==> src/rtl/msg_frame_assembler.sv <==
// Receive-side framer: packs an MSB-first byte stream into cmd/addr/data packets
// and presents them on a valid/ready port, with timeout, overrun and error counting.
module msg_frame_assembler #(
  parameter int CMD_WIDTH      = 5,
  parameter int ADDR_WIDTH     = 8,
  parameter int DATA_WIDTH     = 32,
  parameter int NUM_COMMANDS   = 5,
  parameter int TIMEOUT_CYCLES = 1000
) (
  input  logic                  clk,
  input  logic                  reset,
  input  logic                  flush,
  input  logic                  byte_valid,
  input  logic [7:0]            byte_data,
  output logic                  msg_valid,
  input  logic                  msg_ready,
  output logic [CMD_WIDTH-1:0]  msg_cmd,
  output logic [ADDR_WIDTH-1:0] msg_addr,
  output logic [DATA_WIDTH-1:0] msg_data,
  output logic                  msg_cmd_err,
  output logic                  timeout_err,
  output logic                  overrun_err,
  output logic [7:0]            err_count
);

  localparam int PACKET_WIDTH = CMD_WIDTH + 3 + ADDR_WIDTH + DATA_WIDTH;
  localparam int NUM_BYTES    = PACKET_WIDTH / 8;
  localparam int CNT_W        = $clog2(NUM_BYTES + 1);
  localparam int IDLE_W       = (TIMEOUT_CYCLES > 1) ? $clog2(TIMEOUT_CYCLES) : 1;

  localparam logic [CNT_W-1:0]  LAST_COUNT = CNT_W'(NUM_BYTES);
  localparam logic [IDLE_W-1:0] IDLE_LIMIT = IDLE_W'(TIMEOUT_CYCLES - 1);

  generate
    if (PACKET_WIDTH % 8 != 0) begin : g_bad_packet_width
      $error("msg_frame_assembler: packet width must be a whole number of bytes");
    end
  endgenerate

  typedef enum logic {S_IDLE, S_ASSEMBLE} state_e;

  state_e                  state_q, state_d;
  logic [CNT_W-1:0]        byte_count_q, byte_count_d;
  logic [IDLE_W-1:0]       idle_cnt_q, idle_cnt_d;
  logic [PACKET_WIDTH-1:0] shift_q, shift_d;
  logic                    msg_valid_q, msg_valid_d;
  logic [CMD_WIDTH-1:0]    msg_cmd_q, msg_cmd_d;
  logic [ADDR_WIDTH-1:0]   msg_addr_q, msg_addr_d;
  logic [DATA_WIDTH-1:0]   msg_data_q, msg_data_d;
  logic                    msg_cmd_err_q, msg_cmd_err_d;
  logic                    timeout_err_q, timeout_err_d;
  logic                    overrun_err_q, overrun_err_d;
  logic [7:0]              err_count_q, err_count_d;

  logic [PACKET_WIDTH-1:0] packet;
  logic [CMD_WIDTH-1:0]    new_cmd;
  logic                    handshake;
  logic                    cmd_err_taken;
  logic [8:0]              err_sum;

  always_comb begin
    // NOTE: every signal assigned here gets a default first, so no path can
    // leave one unassigned and infer a latch.
    state_d       = state_q;
    byte_count_d  = byte_count_q;
    idle_cnt_d    = idle_cnt_q;
    shift_d       = shift_q;
    msg_valid_d   = msg_valid_q;
    msg_cmd_d     = msg_cmd_q;
    msg_addr_d    = msg_addr_q;
    msg_data_d    = msg_data_q;
    msg_cmd_err_d = msg_cmd_err_q;
    timeout_err_d = 1'b0;
    overrun_err_d = 1'b0;

    packet        = (shift_q << 8) | PACKET_WIDTH'(byte_data);
    new_cmd       = packet[PACKET_WIDTH-1 -: CMD_WIDTH];
    handshake     = msg_valid_q && msg_ready;
    cmd_err_taken = handshake && msg_cmd_err_q;

    if (handshake) msg_valid_d = 1'b0;

    if (flush) begin
      state_d      = S_IDLE;
      byte_count_d = '0;
      idle_cnt_d   = '0;
    end else if (byte_valid) begin
      shift_d    = packet;
      idle_cnt_d = '0;
      if (byte_count_q + CNT_W'(1) == LAST_COUNT) begin
        state_d      = S_IDLE;
        byte_count_d = '0;
        // A packet completing against a held, unaccepted one is dropped.
        if (!msg_valid_q || msg_ready) begin
          msg_valid_d   = 1'b1;
          msg_cmd_d     = new_cmd;
          msg_addr_d    = packet[DATA_WIDTH +: ADDR_WIDTH];
          msg_data_d    = packet[DATA_WIDTH-1:0];
          msg_cmd_err_d = (32'(new_cmd) >= 32'(NUM_COMMANDS));
        end else begin
          overrun_err_d = 1'b1;
        end
      end else begin
        state_d      = S_ASSEMBLE;
        byte_count_d = byte_count_q + CNT_W'(1);
      end
    end else if (state_q == S_ASSEMBLE) begin
      if (idle_cnt_q == IDLE_LIMIT) begin
        state_d       = S_IDLE;
        byte_count_d  = '0;
        idle_cnt_d    = '0;
        timeout_err_d = 1'b1;
      end else begin
        idle_cnt_d = idle_cnt_q + IDLE_W'(1);
      end
    end

    err_sum     = {1'b0, err_count_q} + {8'd0, timeout_err_d}
                + {8'd0, overrun_err_d} + {8'd0, cmd_err_taken};
    err_count_d = err_sum[8] ? 8'hFF : err_sum[7:0];
  end

  // NOTE: shift_q is left out of reset: stale bits are shifted out before any
  // packet completes, so its contents are never observed.
  always_ff @(posedge clk) begin
    shift_q <= shift_d;
  end

  // NOTE: state registers use non-blocking assignments so every flop samples
  // the pre-edge value of the others.
  always_ff @(posedge clk or posedge reset) begin
    if (reset) begin
      state_q       <= S_IDLE;
      byte_count_q  <= '0;
      idle_cnt_q    <= '0;
      msg_valid_q   <= 1'b0;
      msg_cmd_q     <= '0;
      msg_addr_q    <= '0;
      msg_data_q    <= '0;
      msg_cmd_err_q <= 1'b0;
      timeout_err_q <= 1'b0;
      overrun_err_q <= 1'b0;
      err_count_q   <= '0;
    end else begin
      state_q       <= state_d;
      byte_count_q  <= byte_count_d;
      idle_cnt_q    <= idle_cnt_d;
      msg_valid_q   <= msg_valid_d;
      msg_cmd_q     <= msg_cmd_d;
      msg_addr_q    <= msg_addr_d;
      msg_data_q    <= msg_data_d;
      msg_cmd_err_q <= msg_cmd_err_d;
      timeout_err_q <= timeout_err_d;
      overrun_err_q <= overrun_err_d;
      err_count_q   <= err_count_d;
    end
  end

  assign msg_valid   = msg_valid_q;
  assign msg_cmd     = msg_cmd_q;
  assign msg_addr    = msg_addr_q;
  assign msg_data    = msg_data_q;
  assign msg_cmd_err = msg_cmd_err_q;
  assign timeout_err = timeout_err_q;
  assign overrun_err = overrun_err_q;
  assign err_count   = err_count_q;

endmodule

==> config.mk <==
export PLATFORM = sky130hd
export DESIGN_NAME = msg_frame_assembler
export DESIGN_NICKNAME = d
export VERILOG_FILES = /design/src/rtl/msg_frame_assembler.sv
export SDC_FILE = /design/constraint.sdc
export NUM_CORES = 1
export LEC_CHECK = 0
export CAP_MARGIN = 20
export CELL_PAD_IN_SITES_DETAIL_PLACEMENT = 0
export CELL_PAD_IN_SITES_GLOBAL_PLACEMENT = 1
export CORE_MARGIN = 2
export CORE_UTILIZATION = 40
export DETAILED_ROUTE_END_ITERATION = 10
export PLACE_DENSITY_LB_ADDON = 0.1
export SYNTH_ARGS = -nofsm -noshare
export SYNTH_HDL_FRONTEND = slang
export SYNTH_SLANG_ARGS = --single-unit
==> constraint.sdc <==
create_clock -name clk -period 2.9 [get_ports clk]
set_input_delay 0.58 -clock clk [delete_from_list [all_inputs] [get_ports clk]]
set_output_delay 0.58 -clock clk [all_outputs]
set_load 0.005 [all_outputs]
======== Word-level counts from Yosys, hierarchy flattened ========
Cells that the tools add are included.
storage, ports and cells
  logic and storage cells ................. 59
  output and inout bits ................... 57
  input bits .............................. 13
  register bits ........................... 111
cells by class
  bitwise gates (word level) .............. 2
  multiplexer cells ....................... 28
  $lt $le $gt $ge ......................... 1
  equal/unequal tests ..................... 2
  reductions and logical operators ........ 9
  add/sub/neg operators ................... 5
operators by type and width
  cell                                                                   number
  48-bit by 8-bit OR with 48-bit output                                  1
  10-bit two-way mux                                                     4
  9-bit by 1-bit adder with 9-bit output                                 2
  1-bit two-way mux                                                      18
  3-bit two-way mux                                                      5
  10-bit by 1-bit adder with 10-bit output, second input constant        1
  10-bit == test, second input constant                                  1
  8-bit by 1-bit adder with 9-bit output                                 1
  8-bit two-way mux                                                      1
  3-bit nonzero test                                                     2
  5-bit by 3-bit >= comparator with 1-bit output, second input constant  1
  2-bit AND reduction                                                    2
  4-bit AND reduction                                                    1
  3-bit by 1-bit adder with 3-bit output, second input constant          1
  3-bit == test, second input constant                                   1
  1-bit logical AND                                                      2
  1-bit zero test                                                        1
  1-bit logical OR                                                       1
  1-bit inverter                                                         1

======== Logic depth before layout (Yosys ltp) ========
Gate-level depths: netlist (run 1).
  word-level depth ........................ 9
  depth in mapped cells ................... 12
  mapped depth without buffers ............ 12

======== Worst setup path after synthesis (run 1) ========
OpenSTA, ideal clock, no wires.
  kind .................................... input to register
  start ................................... input byte_valid
  end ..................................... register err_count_q[7] (netlist: err_count[7])
  path buffers ............................ 0
  slack ................................... -0.188 ns
  data arrival time ....................... 2.963 ns
  setup time .............................. 0.125 ns
  stages .................................. 9
  cells stage by stage .................... or3b_2 -> or3_1 -> fa_1 -> inv_1 -> ha_1 -> fa_1 -> nand2_1 -> nand2_1 -> mux2_2
on the way
  longest elaborated chain between the ends .. 6
RTL lines
  what                                                   RTL line  source
  start: declaration                                     13        input logic byte_valid,
  1-bit two-way mux                                      87        end else if (byte_valid) begin
  1-bit two-way mux                                      83        if (flush) begin
  8-bit by 1-bit adder with 9-bit output                 118       err_sum = {1'b0, err_count_q} + {8'd0, timeout_err_d}
  9-bit by 1-bit adder with 9-bit output * (2 in a row)  119       + {8'd0, overrun_err_d} + {8'd0, cmd_err_taken};
  8-bit two-way mux *                                    120       err_count_d = err_sum[8] ? 8'hFF : err_sum[7:0];
  net err_count_d[7]                                     53        logic [7:0] err_count_q, err_count_d;
  end signal: assignment                                 155       err_count_q <= err_count_d;
  end: declaration                                       53
The timed path passes the listed nets; every way through them passes the cells marked *.
A chain may end at the register's enable or synchronous reset.

======== Worst setup path after layout (run 1) ========
  start ................................... register idle_cnt_q[0]
  end ..................................... register err_count_q[7] (netlist: err_count[7])
on the way
  longest elaborated chain between the ends .. 9
RTL lines
  what                                                 RTL line  source
  start: declaration                                   44        logic [IDLE_W-1:0] idle_cnt_q, idle_cnt_d;
  start signal: assignment                             147       idle_cnt_q <= idle_cnt_d;
  10-bit == test                                       108       if (idle_cnt_q == IDLE_LIMIT) begin
  1-bit two-way mux                                    108
  1-bit two-way mux                                    107       end else if (state_q == S_ASSEMBLE) begin
  1-bit two-way mux                                    87
  1-bit two-way mux                                    83
  8-bit by 1-bit adder with 9-bit output               118
  9-bit by 1-bit adder with 9-bit output (2 in a row)  119
  8-bit two-way mux                                    120
  net err_count_d[7]                                   53
The timed path passes the listed nets, and every way through them passes these cells.

==> results of run 1 <==
cell usage after synthesis, types with 2 or more instances:
master	n	area (sq um)
nor3_1	3	15.01
o21ai_0	8	40.04
a21oi_1	7	35.03
inv_1	9	33.78
ha_1	5	62.56
nor4_1	2	12.51
buf_6	4	45.04
mux2_4	28	420.4
xor2_1	4	35.03
edfxtp_1	37	1111
nand2b_1	4	25.02
nand2_1	18	67.56
xnor2_1	2	17.52
mux2_2	19	214.0
nand3_1	11	55.05
a31oi_1	2	12.51
fa_1	2	40.04
nand4_1	2	12.51
dfrtp_1	71	1777
nand4b_1	2	17.52
and3_1	2	12.51
nor2b_1	2	12.51
nor2_1	9	33.78
or3_1	4	25.02
logic make-up after synthesis:
logic type / after synthesis / share of synthesized area, %
flops: 108 / 67.72
simple gates: 65 / 8.186
mux: 48 / 15.11
compound gates: 23 / 3.287
buf+inv: 15 / 2.054
fa+ha+maj: 7 / 2.406
xor+xnor: 6 / 1.232
critical path: stages (launching register included):
cell	delay, ns
dfrtp_1	0.37
ha_2	0.18
nand4b_1	0.13
or2_4	0.28
or3_4	0.34
fa_1	0.53
inv_2	0.05
ha_4	0.16
fa_2	0.38
nand2_2	0.09
nand2_1	0.05
mux2_2	0.26
worst paths after layout:
path / start / to / slack [ns] / cells after the start
worst max-delay path: idle_cnt_q[0] / err_count[7] / -0.03 / 11
worst min-delay path: shift_q[15] / shift_q[23] / 0.46 / 0
worst max register to register: idle_cnt_q[0] / err_count[7] / -0.03 / 11
worst min register to register: shift_q[15] / shift_q[23] / 0.46 / 0
max in group asynchronous: reset / msg_data[27] / 1.77 / 3
min in group asynchronous: reset / overrun_err / 0.52 / 2
per-stage QoR:
stage | worst slack (ns) | cells | instance area (sq um) | utilization, %
after floorplan | -0.006215 | 272 | 4282 | -
after global placement | -0.5205 | 496 | 5308 | 51.41
after detailed placement | -0.5635 | 496 | 5308 | 51.41
after CTS | -0.007033 | 523 | 5595 | 54.20
after global routing | -0.1456 | 524 | 5632 | 54.55
final | -0.02845 | 524 | 5632 | 54.55
power by group through the flow:
stage / Combinational, mW / Sequential (mW) / Clock [mW]
after global routing: 0.814 / 1.93 / 1.00
after floorplan: 0.281 / 1.94 / 0
after detailed placement: 0.759 / 1.93 / 0
final: 0.747 / 1.90 / 0.909
after global placement: 0.752 / 1.93 / 0
after CTS: 0.762 / 1.91 / 0.940
state kept, by name, indices dropped and copies added (netlist names):
register / cells
msg_cmd_err: 1
byte_count_q: 3
idle_cnt_q: 10
err_count: 8
msg_addr: 8
msg_data: 32
timeout_err: 1
msg_valid: 1
msg_cmd: 5
shift_q: 37
state_q: 1
overrun_err: 1
routing by layer:
layer	global-route usage (%)	vias to the layer above	wire length [um]
li1	-	1199	-
met1	21.47	1265	3771
met2	22.24	60	3663
met3	3.814	10	420
met4	5.380	0	119
met5	0	-	0
timing repair:
item	4_1_cts	5_1_grt
setup buffers	11	1
hold buffers	0	0
gates resized for setup	4	5
endpoints found under the setup margin	8	10
gates cloned	0	0
pin swaps	5	4
final cells by class:
class                           instances  area [sq um]
Inverter                               10         38.79
Clock buffer                           10         137.6
Timing Repair Buffer                  105         983.4
Sequential cell                       108          2888
Multi-Input combinational cell        149          1351
Fill cell                             894          4692
Tap cell                              136         170.2
Clock inverter                          6         62.56
==> results.py, run 1 <==
metrics = {
    "status": {
        "status": "complete, but fails checks",
        "violations": "setup timing",
    },
    "power": {
        "power_leakage_nw": 2.528,
        "ir_worst_vdd_mv": 0.4015,
        "power_density_nw_per_um2": 632.1,
        "intPower_mw": 2.683,
        "comb_power_share_pct": 21.0,
        "p_seq_share_pct": 53.5,
        "pwr-share-clk_pct": 25.5,
        "p_sw_uw": 876.4,
        "power_mw": 3.560,
        "swShare_pct": 24.62,
    },
    "yosys": {
        "ys_seq_area_share_pct": 67.72,
        "synthCells": 272,
        "ys.flop_type": "dfrtp_1",
        "synth_area_per_cell_sq_um": 15.68,
        "netlist_area_sq_um": 4264,
        "synth.distinct_cells": 39,
        "yosys_warnings": 0,
        "syn-num-nets": 292,
        "synth_seq_cells": 108,
        "synth_edf_count": 37,
        "async_reset_ff_share_pct": 65.74,
    },
    "sta": {
        "setup_viol": 1,
        "relSlewSlack_pct": 53.10,
        "fin_setup_tns_ns": -0.02845,
        "post-route-period-util_pct": 101.0,
        "rsz0062_at_grt": "yes",
        "skew_ns": 0.008614,
        "slew_viol_final": 0,
        "tightest_slew_ns": 0.6962,
        "finalHoldViolCount": 0,
        "holdWs_ns": 0.4595,
        "final.setup.worst_slack_ns": -0.02845,
        "fmax_mhz": 341.5,
        "min_period_ns": 2.928,
    },
    "cts": {
        "clk_latency_ns": 0.36,
        "clkTransAtPathRegs_ns": 0.11,
        "cts.path.max_buffers": 2,
        "cts_root_buf": "clkbuf_8",
        "htree_num_levels": 3,
        "cts_made_buffers": 9,
        "cts_tree": "built",
        "cts_sinks": 108,
    },
    "final_layout": {
        "antenna_cells": 0,
        "final_layout_size_suffix_gt1_share_pct": 29.38,
        "mostFrequentLayoutCell": "dfrtp_1",
        "final_cell_mix": "dfrtp_1 (71), clkdlybuf4s50_1 (67), edfxtp_1 (37)",
        "nNetsFinal": 403,
        "area_growth_pct": 32.07,
    },
    "grt": {
        "grt_first_pass_wirelength_um": 13480,
        "grt_overflow": 0,
        "grt_max_degree": 51,
        "grt_pass1_vias": 2677,
        "grt_use_total_pct": 15.02,
        "antenna_found_initial": 0,
    },
    "placed_design": {
        "gp_congestion": 0.8111,
        "dpl.hpwl_um": 5173,
        "io_buffers": 69,
    },
    "route": {
        "viasPerCell": 4.836,
        "vias": 2534,
        "drt_iter0_markers": 62,
        "dr.pass1.iters": 4,
        "wl_per_cell_um": 15.22,
        "drcViolationCount": 0,
        "final_antenna_net_count": 0,
        "routed_wirelength_um": 7974,
    },
    "die": {
        "initial_core_util_pct": 41.30,
        "pin_count": 70,
        "die-area_sq_um": 11500,
        "die_h_um": 107.3,
        "row_count": 37,
        "die_w_um": 107.3,
        "core-area_sq_um": 10320,
    },
    "setup_path": {
        "path_max_fanout": 3,
        "end_kind": "flop",
        "critPathLaunchType": "flop",
        "arrival_ns": 3.18,
        "path_class": "reg2reg",
        "cp.required_ns": 3.15,
    },
    "job": {
        "cap_violations": 0,
    },
    "min_path": {
        "holdCritPathClass": "reg2reg",
    },
}
Power figures use the tool's default switching activity.
==> run 2: changes to the inputs <==
Settings changed: GPL_ROUTABILITY_DRIVEN from default to 0.
==> results of run 2 <==
Same layout as run 1: the final DEF is identical, and so are final timing and power.
